## src/rtl/scsi_slave_seq_if.sv

```systemverilog
// CPU-side slave request and NCR 53C710 strobe bundle for scsi_slave_seq.
// The slave modport is the sequencer's view; master is the requester/bus side.
interface scsi_slave_seq_if;
    logic       slave_cycle;
    logic       MASTER;
    logic       READ;
    logic [3:0] DS_n;
    logic       SCSI_STERM_n;
    logic       SCSI_AS_n;
    logic       SCSI_DS_n;
    logic       SCSI_SREG_n;
    logic [1:0] SIZ;
    logic [1:0] ADDRL;
    logic       slave_ack;
    logic       slave_berr;
    logic       busy;

    modport slave (
        input  slave_cycle, MASTER, READ, DS_n, SCSI_STERM_n,
        output SCSI_AS_n, SCSI_DS_n, SCSI_SREG_n, SIZ, ADDRL,
               slave_ack, slave_berr, busy
    );

    modport master (
        output slave_cycle, MASTER, READ, DS_n, SCSI_STERM_n,
        input  SCSI_AS_n, SCSI_DS_n, SCSI_SREG_n, SIZ, ADDRL,
               slave_ack, slave_berr, busy
    );
endinterface

```

## src/rtl/scsi_slave_seq.sv

```systemverilog
// CPU-to-NCR 53C710 slave-access sequencer with programmable setup, data-strobe
// delay, hold and timeout; terminates on STERM_n (ack) or timeout (berr).
module scsi_slave_seq #(
    parameter int SETUP_CLKS   = 1,
    parameter int DS_DELAY     = 1,
    parameter int HOLD_CLKS    = 1,
    parameter int TIMEOUT_CLKS = 64,
    parameter int SYNC_STERM   = 1
) (
    input logic             CLK,
    input logic             IORST,
    scsi_slave_seq_if.slave bus
);

    localparam int CMAX0 = (SETUP_CLKS > HOLD_CLKS) ? SETUP_CLKS : HOLD_CLKS;
    localparam int CMAX  = (CMAX0 > DS_DELAY) ? CMAX0 : DS_DELAY;
    localparam int CW    = $clog2(CMAX + 1);
    localparam int TW    = (TIMEOUT_CLKS > 0) ? $clog2(TIMEOUT_CLKS + 1) : 1;

    localparam logic [CW-1:0] SETUP_LAST = CW'(SETUP_CLKS - 1);
    localparam logic [CW-1:0] DS_LAST    = CW'((DS_DELAY > 0) ? DS_DELAY - 1 : 0);
    localparam logic [CW-1:0] HOLD_LAST  = CW'(HOLD_CLKS - 1);
    localparam logic [TW-1:0] TO_LAST    = TW'((TIMEOUT_CLKS > 0) ? TIMEOUT_CLKS - 1 : 0);

    typedef enum logic [2:0] {
        S_IDLE,
        S_SETUP,
        S_STROBE,
        S_ACK,
        S_ERR,
        S_HOLD
    } state_t;

    state_t        state_q, state_d;
    logic [CW-1:0] cnt_q, cnt_d;
    logic [TW-1:0] to_cnt_q, to_cnt_d;
    logic          rd_q, rd_d;
    logic          pend_q, pend_d;
    logic          sync1_q, sync2_q;
    logic          as_q, as_d;
    logic          ds_q, ds_d;
    logic          sreg_q, sreg_d;
    logic [1:0]    siz_q, siz_d;
    logic [1:0]    addrl_q, addrl_d;
    logic          ack_q, ack_d;
    logic          berr_q, berr_d;
    logic          busy_q, busy_d;

    logic          sterm_low;
    logic [1:0]    dec_siz;
    logic [1:0]    dec_addrl;
    logic          term_hit;
    logic          to_hit;

    assign sterm_low = (SYNC_STERM != 0) ? ~sync2_q : ~bus.SCSI_STERM_n;

    // Only contiguous byte-lane groups map to a size; anything else falls back to long.
    always_comb begin
        dec_siz   = 2'b00;
        dec_addrl = 2'b00;
        case (bus.DS_n)
            4'b0011: begin dec_siz = 2'b10; dec_addrl = 2'b00; end
            4'b1100: begin dec_siz = 2'b10; dec_addrl = 2'b10; end
            4'b0111: begin dec_siz = 2'b01; dec_addrl = 2'b00; end
            4'b1011: begin dec_siz = 2'b01; dec_addrl = 2'b01; end
            4'b1101: begin dec_siz = 2'b01; dec_addrl = 2'b10; end
            4'b1110: begin dec_siz = 2'b01; dec_addrl = 2'b11; end
            4'b0001: begin dec_siz = 2'b11; dec_addrl = 2'b00; end
            4'b1000: begin dec_siz = 2'b11; dec_addrl = 2'b01; end
            default: begin dec_siz = 2'b00; dec_addrl = 2'b00; end
        endcase
    end

    always_comb begin
        state_d  = state_q;
        cnt_d    = cnt_q;
        to_cnt_d = to_cnt_q;
        rd_d     = rd_q;
        pend_d   = pend_q;
        siz_d    = siz_q;
        addrl_d  = addrl_q;
        as_d     = 1'b1;
        ds_d     = 1'b1;
        ack_d    = 1'b0;
        berr_d   = 1'b0;
        // STERM latched earlier (pend_q) still terminates once DS is on the bus.
        term_hit = ~ds_q & (sterm_low | pend_q);
        to_hit   = (TIMEOUT_CLKS != 0) && (to_cnt_q == TO_LAST);

        case (state_q)
            S_IDLE: begin
                if (bus.slave_cycle && !bus.MASTER && (bus.DS_n != 4'hF)) begin
                    state_d = S_SETUP;
                    cnt_d   = '0;
                    rd_d    = bus.READ;
                    siz_d   = dec_siz;
                    addrl_d = dec_addrl;
                end
            end
            S_SETUP: begin
                if (!bus.slave_cycle) begin
                    state_d = S_HOLD;
                    cnt_d   = '0;
                end else if (cnt_q == SETUP_LAST) begin
                    state_d  = S_STROBE;
                    cnt_d    = '0;
                    to_cnt_d = '0;
                    pend_d   = 1'b0;
                    as_d     = 1'b0;
                    ds_d     = ~(rd_q || (DS_DELAY == 0));
                end else begin
                    cnt_d = cnt_q + CW'(1);
                end
            end
            S_STROBE: begin
                if (term_hit) begin
                    state_d = S_ACK;
                    ack_d   = 1'b1;
                end else if (to_hit) begin
                    state_d = S_ERR;
                    berr_d  = 1'b1;
                end else if (!bus.slave_cycle) begin
                    state_d = S_HOLD;
                    cnt_d   = '0;
                end else begin
                    as_d     = 1'b0;
                    to_cnt_d = to_cnt_q + TW'(1);
                    pend_d   = pend_q | sterm_low;
                    if (!ds_q || (cnt_q == DS_LAST)) begin
                        ds_d = 1'b0;
                    end else begin
                        cnt_d = cnt_q + CW'(1);
                    end
                end
            end
            S_ACK, S_ERR: begin
                state_d = S_HOLD;
                cnt_d   = '0;
            end
            S_HOLD: begin
                if (cnt_q == HOLD_LAST) begin
                    if (!bus.slave_cycle) state_d = S_IDLE;
                end else begin
                    cnt_d = cnt_q + CW'(1);
                end
            end
            default: state_d = S_IDLE;
        endcase

        sreg_d = as_d;
        busy_d = (state_d != S_IDLE);
    end

    // Sync flops reset to the negated level so reset never fakes a termination.
    always_ff @(posedge CLK) begin
        if (IORST) begin
            state_q  <= S_IDLE;
            cnt_q    <= '0;
            to_cnt_q <= '0;
            rd_q     <= 1'b0;
            pend_q   <= 1'b0;
            sync1_q  <= 1'b1;
            sync2_q  <= 1'b1;
            as_q     <= 1'b1;
            ds_q     <= 1'b1;
            sreg_q   <= 1'b1;
            siz_q    <= '0;
            addrl_q  <= '0;
            ack_q    <= 1'b0;
            berr_q   <= 1'b0;
            busy_q   <= 1'b0;
        end else begin
            state_q  <= state_d;
            cnt_q    <= cnt_d;
            to_cnt_q <= to_cnt_d;
            rd_q     <= rd_d;
            pend_q   <= pend_d;
            sync1_q  <= bus.SCSI_STERM_n;
            sync2_q  <= sync1_q;
            as_q     <= as_d;
            ds_q     <= ds_d;
            sreg_q   <= sreg_d;
            siz_q    <= siz_d;
            addrl_q  <= addrl_d;
            ack_q    <= ack_d;
            berr_q   <= berr_d;
            busy_q   <= busy_d;
        end
    end

    assign bus.SCSI_AS_n   = as_q;
    assign bus.SCSI_DS_n   = ds_q;
    assign bus.SCSI_SREG_n = sreg_q;
    assign bus.SIZ         = siz_q;
    assign bus.ADDRL       = addrl_q;
    assign bus.slave_ack   = ack_q;
    assign bus.slave_berr  = berr_q;
    assign bus.busy        = busy_q;

endmodule
```

## src/flat_wrapper.sv

```systemverilog
// flat-port wrapper written by rule: the top's interface ports become plain ports
module scsi_slave_seq_flat 
#(
    parameter int SETUP_CLKS   = 1,
    parameter int DS_DELAY     = 1,
    parameter int HOLD_CLKS    = 1,
    parameter int TIMEOUT_CLKS = 64,
    parameter int SYNC_STERM   = 1
)
  (CLK, IORST, bus_slave_cycle, bus_MASTER, bus_READ, bus_DS_n, bus_SCSI_STERM_n, bus_SCSI_AS_n, bus_SCSI_DS_n, bus_SCSI_SREG_n, bus_SIZ, bus_ADDRL, bus_slave_ack, bus_slave_berr, bus_busy);
  scsi_slave_seq_if bus_i ();
  input logic CLK;
  input logic IORST;
  input wire logic [$bits(bus_i.slave_cycle)-1:0] bus_slave_cycle;
  input wire logic [$bits(bus_i.MASTER)-1:0] bus_MASTER;
  input wire logic [$bits(bus_i.READ)-1:0] bus_READ;
  input wire logic [$bits(bus_i.DS_n)-1:0] bus_DS_n;
  input wire logic [$bits(bus_i.SCSI_STERM_n)-1:0] bus_SCSI_STERM_n;
  output wire logic [$bits(bus_i.SCSI_AS_n)-1:0] bus_SCSI_AS_n;
  output wire logic [$bits(bus_i.SCSI_DS_n)-1:0] bus_SCSI_DS_n;
  output wire logic [$bits(bus_i.SCSI_SREG_n)-1:0] bus_SCSI_SREG_n;
  output wire logic [$bits(bus_i.SIZ)-1:0] bus_SIZ;
  output wire logic [$bits(bus_i.ADDRL)-1:0] bus_ADDRL;
  output wire logic [$bits(bus_i.slave_ack)-1:0] bus_slave_ack;
  output wire logic [$bits(bus_i.slave_berr)-1:0] bus_slave_berr;
  output wire logic [$bits(bus_i.busy)-1:0] bus_busy;
  assign bus_i.slave_cycle = bus_slave_cycle;
  assign bus_i.MASTER = bus_MASTER;
  assign bus_i.READ = bus_READ;
  assign bus_i.DS_n = bus_DS_n;
  assign bus_i.SCSI_STERM_n = bus_SCSI_STERM_n;
  assign bus_SCSI_AS_n = bus_i.SCSI_AS_n;
  assign bus_SCSI_DS_n = bus_i.SCSI_DS_n;
  assign bus_SCSI_SREG_n = bus_i.SCSI_SREG_n;
  assign bus_SIZ = bus_i.SIZ;
  assign bus_ADDRL = bus_i.ADDRL;
  assign bus_slave_ack = bus_i.slave_ack;
  assign bus_slave_berr = bus_i.slave_berr;
  assign bus_busy = bus_i.busy;
  scsi_slave_seq #(.SETUP_CLKS(SETUP_CLKS), .DS_DELAY(DS_DELAY), .HOLD_CLKS(HOLD_CLKS), .TIMEOUT_CLKS(TIMEOUT_CLKS), .SYNC_STERM(SYNC_STERM)) u_core (.CLK(CLK), .IORST(IORST), .bus(bus_i));
endmodule
```

## config.mk

```make
export PLATFORM = sky130hd
export DESIGN_NAME = scsi_slave_seq_flat
export DESIGN_NICKNAME = d
export VERILOG_FILES = /design/src/rtl/scsi_slave_seq_if.sv /design/src/rtl/scsi_slave_seq.sv /design/src/flat_wrapper.sv
export SDC_FILE = /design/constraint.sdc
export NUM_CORES = 1
export LEC_CHECK = 0
export CORE_MARGIN = 5
export CORE_UTILIZATION = 45
export CTS_CLUSTER_DIAMETER = 40
export DETAILED_ROUTE_END_ITERATION = 10
export PLACE_DENSITY = 0.72
export SLEW_MARGIN = 5
export SYNTH_ARGS = -nofsm -noshare
export SYNTH_HDL_FRONTEND = slang
export SYNTH_SLANG_ARGS = --single-unit
```

## constraint.sdc

```tcl
create_clock -name CLK -period 1.42 [get_ports CLK]
set_input_delay 0.284 -clock CLK [delete_from_list [all_inputs] [get_ports CLK]]
set_output_delay 0.284 -clock CLK [all_outputs]
set_load 0.005 [all_outputs]
```

# Word-level counts from Yosys, hierarchy flattened
# Memories as Yosys holds them, arrays and structs flattened. A register that Yosys moved wholly into a read port is not among the register bits.
# Cells that the tools add are included.
[op_classes] n_addsub=2 eq_ne=14 n_mux=44 bitwise=7 n_reduce_logical=15
[ops] cell="7-bit two-way mux" n=5
[ops] cell="1-bit two-way mux" n=25
[ops] cell="3-bit two-way mux" n=8
[ops] cell="3-bit case mux with 5 select lines" n=1
[ops] cell="7-bit case mux with 2 select lines" n=1
[ops] cell="2-bit != test (second input constant)" n=5
[ops] cell="7-bit by 1-bit adder with 7-bit output (second input constant)" n=1
[ops] cell="7-bit by 6-bit equality test with 1-bit output (second input constant)" n=1
[ops] cell="3-bit by 2-bit equality test with 1-bit output (second input constant)" n=2
[ops] cell="3-bit equality test (second input constant)" n=2
[ops] cell="1-bit case mux with 2 select lines" n=3
[ops] cell="6-bit AND reduction" n=1
[ops] cell="1-bit NOT" n=5
[ops] cell="1-bit case mux with 5 select lines" n=1
[ops] cell="5-bit AND reduction" n=1
[ops] cell="5-bit nonzero test" n=1
[ops] cell="4-bit != test (second input constant)" n=1
[ops] cell="2-bit OR reduction" n=2
[ops] cell="3-bit by 1-bit equality test with 1-bit output (second input constant)" n=1
[ops] cell="3-bit zero test" n=1
[ops] cell="3-bit != test (second input constant)" n=1
[ops] cell="3-bit nonzero test" n=1
[ops] cell="3-bit OR reduction" n=1
[ops] cell="1-bit logical AND" n=2
[ops] cell="other kinds (8)" n=9
[word_totals] regBits=20 romBits=64 n_memories=1
[memory_table] name="(name not given)" depth=16 width=4 rd=1 rd_ports_with_merged_regs=1 wr=0 line_no="scsi_slave_seq.sv:61" rtl="case (bus.DS_n)"

# Longest topological paths before layout
# Gate-level depths: netlist of run 1.
[depth] depth_word=7 depth_mapped=6

# Worst setup path before layout of run 1
# OpenSTA, ideal clock, no wires.
[synth_path] path_type="flip-flop to flip-flop" start="register u_core.to_cnt_q[0]" end="register u_core.to_cnt_q[0]" setup_ps=122 arrival_time_ps=1426 path_slack_ps=-129 stages_incl_launch_ff=7 period_less_slack_ps=1549 path_cell_list="dfxtp_1 -> ha_1 -> nand3b_1 -> o21ai_1 -> clkbuf_1 -> or3_1 -> a21oi_1"
[synth_via] elab_chain_cells=5
[synth_rtl] element="start: declaration" line_no="scsi_slave_seq.sv:36" rtl="logic [TW-1:0] to_cnt_q, to_cnt_d;"
[synth_rtl] element="start signal: assignment" line_no="scsi_slave_seq.sv:175" rtl="to_cnt_q <= to_cnt_d;"
[synth_rtl] element="7-bit by 1-bit adder with 7-bit output" line_no="scsi_slave_seq.sv:127" rtl="to_cnt_d = to_cnt_q + TW'(1);"
[synth_rtl] element="7-bit two-way mux" line_no="scsi_slave_seq.sv:122" rtl="end else if (!bus.slave_cycle) begin"
[synth_rtl] element="7-bit two-way mux" line_no="scsi_slave_seq.sv:119" rtl="end else if (to_hit) begin"
[synth_rtl] element="7-bit two-way mux" line_no="scsi_slave_seq.sv:116" rtl="if (term_hit) begin"
[synth_rtl] element="7-bit case mux with 2 select lines" line_no="scsi_slave_seq.sv:90" rtl="case (state_q)"
# Parallel ways exist; a longest one is shown, timed or not. The select of a mux whose other input is x is not followed.
# A chain may end at the register's enable or synchronous reset.

# Final worst setup path of run 1
[layout_path] start="register u_core.sync2_q" end="register u_core.to_cnt_q[5]"
[layout_via] elab_chain_cells=5
[layout_rtl] element="start: declaration" line_no="scsi_slave_seq.sv:39" rtl="logic sync1_q, sync2_q;"
[layout_rtl] element="start signal: assignment" line_no="scsi_slave_seq.sv:179" rtl="sync2_q <= sync1_q;"
[layout_rtl] element="1-bit NOT" line_no="scsi_slave_seq.sv:55" rtl="assign sterm_low = (SYNC_STERM != 0) ? ~sync2_q : ~bus.SCSI_STERM_n;"
[layout_rtl] element="1-bit OR" line_no="scsi_slave_seq.sv:87" rtl="term_hit = ~ds_q & (sterm_low | pend_q);"
[layout_rtl] element="1-bit AND" line_no="scsi_slave_seq.sv:87"
[layout_rtl] element="2-bit != test (no source line)"
[layout_rtl] element="6-bit AND reduction (no source line)"
# Every way passes these cells.

==> out/results.tsv, run 1 <==
metric	value	unit
status	finished, violations left	
violated checks	negative setup slack	
DRC viols	0	
first-pass GRT wire length	5.67	mm
Lkg Pwr	0.730	nW
setup ws final	-74.9	ps
Inserted Diodes	0	
CP Capture Type	flop	
Gate power share	24.2	%
Die W	62.8	um
grt ovf	0	
H-tree depth	1	
clock slew seen by the registers of the worst setup and hold paths	120	ps
Initial DRC Count	46	
Clock Latency Late Sink	310	ps
ys flop type	dfxtp_1	
initial core utilization	46.3	%
Vias/cell	5.64	
CP Max Fanout	5	
most common cell in the netlist	dfxtp_1	
Yosys top cell by area	dfxtp_1	
DP Cell Count	228	
Seq cells post-synth	24	
port buffer count	19	
Post-Synthesis Cells	151	
synthesis-to-layout area growth	46.3	%
Slew Limit Fails	0	
CTS Buf Count	3	
unique cell type count in the Yosys netlist	42	
Finished Layout Cells	236	
area of the multi-input gates	768	um^2
sequential cell area	498	um^2
Tmin final	1490	ps
post-layout util	67.7	%
commonest cells in the netlist	24 x dfxtp_1, 16 x a21oi_1, 15 x nand2_1	
CORE AREA	0.00271	mm^2
gpl congestion	0.885	
num rows	19	
first drt pass iteration count	4	
share of layout cells above drive strength 1	36.1	%
number of max-cap violations	0	
die area	0.00394	mm^2
post-synthesis cell area	0.00125	mm^2
Fmax	669	MHz
Sinks on Clock Net	24	
setup violators final	7	
clk buf depth	2	
Filler Cells Inserted	226	
HPWL Detailed	2.48	mm
Mapped Nets	166	
PD cells	729	mW/mm^2
drt wl/cell	13.8	um
GRT Total Usage	17.2	%
Switching Share	27.5	%
Hold Crit Class	flop to flop	
Synth area leaders	dfxtp_1 38%, a21oi_1 6.4%, ha_1 5.0%, nand2_1 4.5%, nand3_1 3.2%	
Clock Skews	1.29	ps
slew margin rel.	75.1	%
Crit Path Category	flop to flop	
P_sw	0.000368	W
setup TNS	-320	ps
RSZ-0062 raised after global routing	true	
largest net degree at the start of global routing	13	
Via Count	1331	
Routed Antenna Nets	0	
Seq/Total Area, Yosys	38.3	%
R2R setup slack	-70	ps
number of global-route vias before repair	1315	
Top Ports	20	
CTS tree	built	
Seq pwr share	53.7	%
crit path DAT	1750	ps
root buffer cell	clkbuf_4	
worst slew pin tran	369	ps
Total Wirelength	3.27	mm
Layout Nets	222	
Syn. warnings	0	
Yosys top cell area share	38.3	%
worst vdd ir	0.551	mV
critical path startpoint category	flop	
crit share post-route	105	%
Synth async-reset ratio	0	%
Final Hold Fails	0	
Synth Area per Inst	8.30	um^2
initial antenna violation count	0	
clock power share	22.1	%
die height	62.8	um
number of flops mapped to enable cells by yosys	0	
cell internal pwr	0.000969	W
CP required	1680	ps
Fin Hold WS	441	ps
through the flow:
step | total power [W] | worst slack (ps) | cell area, um^2
after floorplan | 0.000890 | -90.8 | 1270
after global placement | 0.00103 | -328 | 1700
after detailed placement | 0.00104 | -354 | 1700
after CTS | 0.00133 | -68.5 | 1800
after global routing | 0.00141 | -139 | 1830
final | 0.00134 | -74.9 | 1830
sequential cells by signal, summed over array words and instances (netlist names):
register and cells:
u_core.bus.SCSI_DS_n 1, u_core.state_q 3, u_core.bus.slave_berr 1, u_core.bus.busy 1
u_core.rd_q 1, u_core.bus.slave_ack 1, u_core.sync1_q 1, u_core.to_cnt_q 7
u_core.cnt_q 1, u_core.bus.SIZ 2, u_core.pend_q 1, u_core.sync2_q 1
u_core.bus.SCSI_AS_n 1, u_core.bus.ADDRL 2
final cells by class:
| class | count | share of cell area [%] |
|---|---|---|
| clock buffers | 3 | 1.23 |
| flip-flops and latches | 24 | 27.1 |
| repair buffers | 58 | 25.8 |
| well taps | 31 | 2.11 |
| inverters | 9 | 1.84 |
| multi-input cells | 111 | 41.9 |
worst max-delay path, cell delays in order, from the launching register on:
cell and delay (ps):
dfxtp_1 350, nor2b_2 290, o21ai_4 110, or4b_1 560
a21oi_2 130
logic make-up (layout without fill, tap and decap cells):
kind of cell	count (synthesis)	count (layout)	synth area share, %
simple gates	58	58	25.7
compound gates	45	46	22.6
flops	24	24	38.3
buf+inv	17	70	6.79
fa+ha+maj	5	5	4.99
mux	2	2	1.60
per-layer routing:
layer,GRT usage [%],up-vias,part of all wire [%]
li1,-,656,-
met1,20.9,634,45
met2,29.9,33,50
met3,3.24,8,4.0
met4,6.10,0,1.6
met5,0,-,0
cell usage in the layout (no fill, tap or decap), types with 2 or more instances in the layout:
master / instances
o31ai_1: 3
clkdlybuf4s50_1: 8
dfxtp_2: 11
buf_4: 38
or3_1: 3
or2_2: 2
ha_1: 4
dfxtp_1: 12
nand2_1: 15
o21ai_0: 4
clkbuf_4: 3
nand3b_1: 2
nor2b_2: 4
nor3_1: 3
nand3_1: 7
a31oi_1: 2
dlygate4sd2_1: 11
a21oi_1: 13
or4_1: 3
inv_1: 7
mux2i_1: 2
o211ai_1: 2
a21oi_2: 3
a311oi_1: 2
o21ai_1: 5
nor2_1: 7
nand2b_1: 5
o21ai_4: 2
power by group through the flow:
| stage | Clock [W] | Sequential [W] | Combinational (W) |
|---|---|---|---|
| floorplan | 0 | 0.000729 | 0.000161 |
| finish | 0.000295 | 0.000718 | 0.000324 |
| CTS | 0.000299 | 0.000719 | 0.000313 |
| detailed placement | 0 | 0.000735 | 0.000307 |
| global route | 0.000329 | 0.000724 | 0.000354 |
| global placement | 0 | 0.000733 | 0.000300 |
final timing paths:
path / from / endpoint / cells past startpoint
hold reg to reg: u_core.sync1_q / u_core.sync2_q / 1
setup / recovery: u_core.sync2_q / u_core.to_cnt_q[5] / 4
hold / removal: u_core.sync1_q / u_core.sync2_q / 1
setup reg to reg: u_core.sync2_q / u_core.to_cnt_q[5] / 4
what timing repair did:
action / CTS / global route
cloned: 1 / 0
setup buffers: 4 / 0
hold buffers: 0 / 0
endpoints found under the setup margin: 20 / 16
gates resized for setup: 29 / 10
pin swaps: 0 / 1
(Power assumes the default switching activity.)
==> run 2, diff against run 1 <==
ABC_AREA = 1   (was not set)
PLACE_DENSITY = 0.71   (was 0.72)
clock period = 1.25 ns   (was 1.42 ns; I/O delays follow)
==> run 2 against run 1 <==
Hold slack lost 4.4 ps. Clock power grew 97%. Wire length grew 16%. Design area grew 19%. Area after synthesis grew 11%. Sequential cell count is the same. Power grew 47%. Highest routed layer unchanged. Critical endpoint is now u_core.pend_q. The flow still finishes with violations (negative setup slack). Via count grew 10%. Cell count grew 25%. Maximum frequency grew 11%. Global-route usage grew 1.2 points. Combinational power grew 61%.
==> out/results.tsv, run 2 <==
metric	value	unit	change
status	finished, violations left		unchanged
violated checks	negative setup slack		unchanged
Syn. warnings	0		unchanged
first drt pass iteration count	4		unchanged
die height	65.6	um	was 62.8 um
RR Startpoint	u_core.to_cnt_q[5]		was u_core.sync2_q
top flop regs	u_core.to_cnt_q (7), u_core.state_q (3)		unchanged
Top Ports	20		unchanged
commonest cells in the netlist	46 x nand2_1, 25 x nor2_1, 24 x dfxtp_1		was 24 x dfxtp_1, 16 x a21oi_1, 15 x nand2_1
CP Max Fanout	8		was 5
Synth Area per Inst	6.99	um^2	was 8.30 um^2
DRC viols	0		unchanged
first-pass GRT wire length	6.23	mm	was 5.67 mm
Final Hold Fails	0		unchanged
number of global-route vias before repair	1435		was 1,315
Mapped Nets	214		was 166
Crit Path Category	flop to flop		unchanged
post-synthesis cell area	0.00139	mm^2	was 0.00125 mm^2
Place WS	-473	ps	was -354 ps
Die W	65.6	um	was 62.8 um
HPWL Detailed	2.56	mm	was 2.48 mm
CP Capture Type	flop		unchanged
port buffer count	19		unchanged
Post-Synthesis Cells	199		was 151
leading cell type in the layout, fill and taps excluded	buf_4		unchanged
Seq/Total Area, Yosys	34.5	%	was 38.3%
root buffer cell	clkbuf_4		unchanged
PD cells	905	mW/mm^2	was 729 mW/mm^2
CTS tree	built		unchanged
unique cell type count in the Yosys netlist	30		was 42
slew margin rel.	80.6	%	was 75.1%
Clock Skews	12.5	ps	was 1.29 ps
number of max-cap violations	0		unchanged
Via Count	1469		was 1,331
post-route cell area	0.00218	mm^2	was 0.00183 mm^2
drt wl/cell	12.8	um	was 13.8 um
worst slew pin tran	289	ps	was 369 ps
initial antenna violation count	0		unchanged
clk buf depth	2		unchanged
Sinks on Clock Net	24		unchanged
Fmax	741	MHz	was 669 MHz
num rows	20		was 19
Finished Layout Cells	295		was 236
crit share post-route	108	%	was 105%
Yosys top cell area share	34.5	%	was 38.3%
Seq cells post-synth	24		unchanged
ys flop type	dfxtp_1		unchanged
CP required	1510	ps	was 1680 ps
Inserted Diodes	0		unchanged
Lkg Pwr	1.01	nW	was 0.730 nW
Slew Limit Fails	0		unchanged
Hold Crit Start	u_core.sync1_q		unchanged
grt ovf	0		unchanged
register bank with the most flops	u_core.to_cnt_q		unchanged
setup ws final	-99.7	ps	was -74.9 ps
Clock Latency Late Sink	340	ps	was 310 ps
Tmin final	1350	ps	was 1490 ps
Vias/cell	4.98		was 5.64
cell depth of the worst hold path	1		unchanged
terminus of the critical flop-to-flop path	u_core.pend_q		was u_core.to_cnt_q[5]
GRT Total Usage	18.4	%	was 17.2%
share of layout cells above drive strength 1	45.4	%	was 36.1%
DP Cell Count	284		was 228
Synth area leaders	dfxtp_1 35%, nand2_1 12%, nor2_1 6.7%, inv_1 5.4%, nand3_1 5.0%		was dfxtp_1 38%, a21oi_1 6.4%, ha_1 5.0%, nand2_1 4.5%, nand3_1 3.2%
worst vdd ir	1.09	mV	was 0.551 mV
R2R depth	8		was 4
RSZ-0062 raised after global routing	true		unchanged
most frequent cells in the layout	43 x buf_4, 34 x nand2_1, 23 x nor2_1, 19 x inv_1		was 38 x buf_4, 15 x nand2_1, 13 x a21oi_1, 12 x dfxtp_1
die area	0.00430	mm^2	was 0.00394 mm^2
initial core utilization	46.3	%	about the same
largest net degree at the start of global routing	15		was 13
Initial DRC Count	41		was 46
Total Wirelength	3.78	mm	was 3.27 mm
Hold Crit Class	flop to flop		unchanged
WHS Endpoint	u_core.sync2_q		unchanged
Yosys top cell by area	dfxtp_1		unchanged
max reg flops	7		unchanged
number of flops mapped to enable cells by yosys	0		unchanged
area of placed instances	0.00188	mm^2	was 0.00170 mm^2
setup TNS	-830	ps	was -320 ps
critical path startpoint category	flop		unchanged
CTS Buf Count	3		unchanged
Fin Hold WS	437	ps	was 441 ps
Synth async-reset ratio	0	%	unchanged
crit path DAT	1610	ps	was 1750 ps
clock slew seen by the registers of the worst setup and hold paths	140	ps	was 120 ps
most common cell in the netlist	nand2_1		was dfxtp_1
H-tree depth	1		unchanged
setup violators final	15		was 7
R2R setup slack	-100	ps	was -70 ps
Routed Antenna Nets	0		unchanged
synthesis-to-layout area growth	56.6	%	was 46.3%
CORE AREA	0.00300	mm^2	was 0.00271 mm^2
Layout Nets	278		was 222
gpl congestion	0.903		was 0.885
## run 2: cell count changes in the layout (fill, tap and decap cells not counted), moves of 4 or more
cell	previous run	this run
nand2_2	0	12
nor2_1	7	23
a21oi_2	3	9
nand2_1	15	34
nor2b_2	4	0
a21oi_1	13	2
nor2_4	0	4
buf_4	38	43
nand2b_1	5	0
nand2_4	0	7
nand3_1	7	13
inv_1	7	19
## run 2: layout make-up
type	instances	area [um^2]
Inverter	26	108
Clock inverter	1	30.0
Tap cell	33	41.3
Timing Repair Buffer	63	508
Multi-Input combinational cell	145	967
Clock buffer	3	22.5
Fill cell	256	825
Sequential cell	24	502
## run 2: cells by family after synthesis
family	share of synthesized area (%)
flops	34.5
compound gates	12.4
xor+xnor	0.630
fa+ha+maj	4.50
simple gates	38.7
buf+inv	9.26
## run 2: metrics by stage
step	total power [W]	utilization [%]
after floorplan	0.00111	-
after global placement	0.00133	62.6
after detailed placement	0.00133	62.6
after CTS	0.00193	68.8
after global routing	0.00208	72.5
final	0.00197	72.5
## run 2: report_power, final
part / internal (W) / total (W) / leakage, nW / switching, W
clock: 0.000325 / 0.000582 / 0.0279 / 0.000257
combinational: 0.000244 / 0.000523 / 0.782 / 0.000279
sequential: 0.000823 / 0.000866 / 0.200 / 0.0000429
total: 0.00139 / 0.00197 / 1.01 / 0.000579
## run 2: timing repair
item	in CTS	in global routing
resized for setup	51	22
setup endpoints to repair	30	20
pin swaps	14	14
setup buffers	2	5
hold buffers	0	0
## run 2: worst max-delay path by stage
stage | to | from
2_1_floorplan | u_core.bus.busy | u_core.to_cnt_q[1]
3_3_place_gp | u_core.bus.busy | bus_DS_n[0]
3_5_place_dp | u_core.bus.busy | bus_DS_n[1]
4_1_cts | u_core.to_cnt_q[3] | u_core.to_cnt_q[0]
5_1_grt | u_core.to_cnt_q[2] | u_core.to_cnt_q[5]
6_report | u_core.pend_q | u_core.to_cnt_q[5]
## run 2: worst max-delay path, cell delays in order, from the launching register on
cell and delay (ps):
dfxtp_1 420, nand2_1 100, nor2_1 210, nand2_4 110
nand2_4 90, nand2_8 70, nand2_8 100, buf_4 120
a21oi_2 40
## run 2: routing by layer
metal	global-route usage, %	up-vias	wire length, um
met1	21.7	685	1570
li1	-	760	-
met3	3.93	6	116
met4	6.48	0	53
met5	0	-	0
met2	32.7	18	2040
==> run 3, diff against run 2 <==
CORE_MARGIN = not set   (was 5)
CORE_UTILIZATION = 25   (was 45)
PLACE_DENSITY = not set   (was 0.71)
==> run 3 against run 2 <==
The flow still finishes with violations (negative setup slack). Die area rose by 36%. Worst setup slack improved by 77 ps. Critical path depth rose by 1. Non-clock buffer count fell by 5. Wire length fell by 8.7%. Core utilization fell by 31 points. Sequential cell count did not move. Cell count rose by 11%. Design area fell by 1.0%. Highest routed layer unchanged.
==> out/results.tsv, run 3 (synthesis results as in run 2) <==
metric	value	unit	change
status	finished, violations left		unchanged
violated checks	negative setup slack		unchanged
Fin Hold WS	420	ps	was 437 ps
Tmin final	1270	ps	was 1350 ps
P_sw	0.000564	W	was 0.000579 W
sequential cell area	500	um^2	was 502 um^2
HPWL Detailed	2.58	mm	was 2.56 mm
die height	76.6	um	was 65.6 um
max reg flops	7		unchanged
most frequent cells in the layout	37 x buf_4, 36 x nand2_1, 24 x nor2_1, 18 x inv_1, 14 x dfxtp_1		was 43 x buf_4, 34 x nand2_1, 23 x nor2_1, 19 x inv_1
area of the multi-input gates	931	um^2	was 967 um^2
Lkg Pwr	0.971	nW	was 1.01 nW
Critical path origin	u_core.state_q[2]		was u_core.to_cnt_q[5]
number of global-route vias before repair	1380		was 1,435
crit path DAT	1480	ps	was 1610 ps
terminus of the critical flop-to-flop path	u_core.to_cnt_q[0]		was u_core.pend_q
root buffer cell	clkbuf_8		was clkbuf_4
Inserted Diodes	0		unchanged
Place WS	-468	ps	was -473 ps
CP required	1450	ps	was 1510 ps
register bank with the most flops	u_core.to_cnt_q		unchanged
R2R setup slack	-20	ps	was -100 ps
crit share post-route	102	%	was 108%
Layout Nets	273		was 278
drt wl/cell	10.5	um	was 12.8 um
H-tree depth	1		unchanged
die area	0.00587	mm^2	was 0.00430 mm^2
cell internal pwr	0.00134	W	was 0.00139 W
CTS Buf Count	3		unchanged
share of layout cells above drive strength 1	40.9	%	was 45.4%
worst slew pin tran	321	ps	was 289 ps
grt ovf	0		unchanged
DP Cell Count	322		was 284
Pwr Total	0.00190	W	was 0.00197 W
Initial DRC Count	62		was 41
initial core utilization	26.6	%	was 46.3%
initial antenna violation count	0		unchanged
R2R depth	9		was 8
clock power share	28.2	%	was 29.5%
RSZ-0062 raised after global routing	true		unchanged
Clock Skews	1.51	ps	was 12.5 ps
DRC viols	0		unchanged
Seq pwr share	45.4	%	was 43.9%
Finished Layout Cells	327		was 295
CP Max Fanout	8		unchanged
slew margin rel.	78.4	%	was 80.6%
setup violators final	4		was 15
Sinks on Clock Net	24		unchanged
CORE AREA	0.00524	mm^2	was 0.00300 mm^2
num rows	26		was 20
Slew Limit Fails	0		unchanged
Final Hold Fails	0		unchanged
GRT Total Usage	12.5	%	was 18.4%
critical path startpoint category	flop		unchanged
top flop regs	u_core.to_cnt_q (7), u_core.state_q (3)		unchanged
Crit Path Category	flop to flop		unchanged
Vias/cell	4.32		was 4.98
RR Startpoint	u_core.state_q[2]		was u_core.to_cnt_q[5]
Routed Antenna Nets	0		unchanged
clk buf depth	2		unchanged
hold buffers post-CTS	0		unchanged
Total Wirelength	3.45	mm	was 3.78 mm
Via Count	1414		was 1,469
Filler Cells Inserted	522		was 256
gpl congestion	0.822		was 0.903
Switching Share	29.7	%	was 29.4%
port buffer count	19		unchanged
Die W	76.6	um	was 65.6 um
Clock Latency Late Sink	270	ps	was 340 ps
synthesis-to-layout area growth	54.9	%	was 56.6%
setup TNS	-61.4	ps	was -830 ps
Gate power share	26.5	%	was 26.6%
leading cell type in the layout, fill and taps excluded	buf_4		unchanged
Fmax	786	MHz	was 741 MHz
clock slew seen by the registers of the worst setup and hold paths	90	ps	was 140 ps
PD cells	882	mW/mm^2	was 905 mW/mm^2
CTS tree	built		unchanged
first drt pass iteration count	4		unchanged
CP Capture Type	flop		unchanged
number of max-cap violations	0		unchanged
worst setup path endpoint	u_core.to_cnt_q[0]		was u_core.pend_q
largest net degree at the start of global routing	14		was 15
Hold Crit Class	flop to flop		unchanged
worst vdd ir	0.495	mV	was 1.09 mV
Top Ports	20		unchanged
setup ws final	-22.4	ps	was -99.7 ps
first-pass GRT wire length	5.94	mm	was 6.23 mm
run 3: critical path: stages, from the launching register on:
cell and delay [ps]:
dfxtp_4 370, inv_6 80, nand2_4 70, nor2_4 120, nand2_2 100, nor2_4 180
nand2_8 100, nand2_2 70, nand2_2 40, nor2_1 80
run 3: routing by layer:
layer / wire [um] / global-route usage, %
met1: 1580 / 14.4
met2: 1720 / 23.1
met3: 92 / 2.04
met4: 48 / 4.42
met5: 0 / 0
run 3: worst min-delay path by stage:
stage                      from             end  slack (ps)  depth (start not counted)
2_1_floorplan  bus_SCSI_STERM_n  u_core.sync1_q         350                          1
3_3_place_gp     u_core.sync1_q  u_core.sync2_q         390                          1
3_5_place_dp     u_core.sync1_q  u_core.sync2_q         400                          1
4_1_cts          u_core.sync1_q  u_core.sync2_q         420                          1
5_1_grt          u_core.sync1_q  u_core.sync2_q         440                          1
6_report         u_core.sync1_q  u_core.sync2_q         420                          1
run 3: area by class of cell:
cell class                      count  share of cell area, %
Timing Repair Buffer               58                   22.0
Multi-Input combinational cell    145                   43.2
Tap cell                           70                   4.06
Sequential cell                    24                   23.2
Clock buffer                        4                   2.55
Inverter                           26                   4.99
run 3: power groups by stage:
stage / logic, W / registers (W) / clock network [W]
2_1_floorplan: 0.000248 / 0.000866 / 0
3_3_place_gp: 0.000466 / 0.000870 / 0
3_5_place_dp: 0.000469 / 0.000869 / 0
4_1_cts: 0.000489 / 0.000860 / 0.000550
5_1_grt: 0.000560 / 0.000870 / 0.000584
6_report: 0.000503 / 0.000862 / 0.000535
run 3: what timing repair did:
action / CTS / global route
pin swaps: 12 / 10
endpoints found under the setup margin: 32 / 17
gates cloned: 0 / 0
resized for setup: 45 / 19
setup buffers: 0 / 1
run 3: stage by stage:
stage | util, % | area, um^2
after floorplan | - | 1400
after global placement | 36.9 | 1930
after detailed placement | 36.9 | 1930
after CTS | 39.9 | 2090
after global routing | 41.2 | 2160
final | 41.2 | 2160
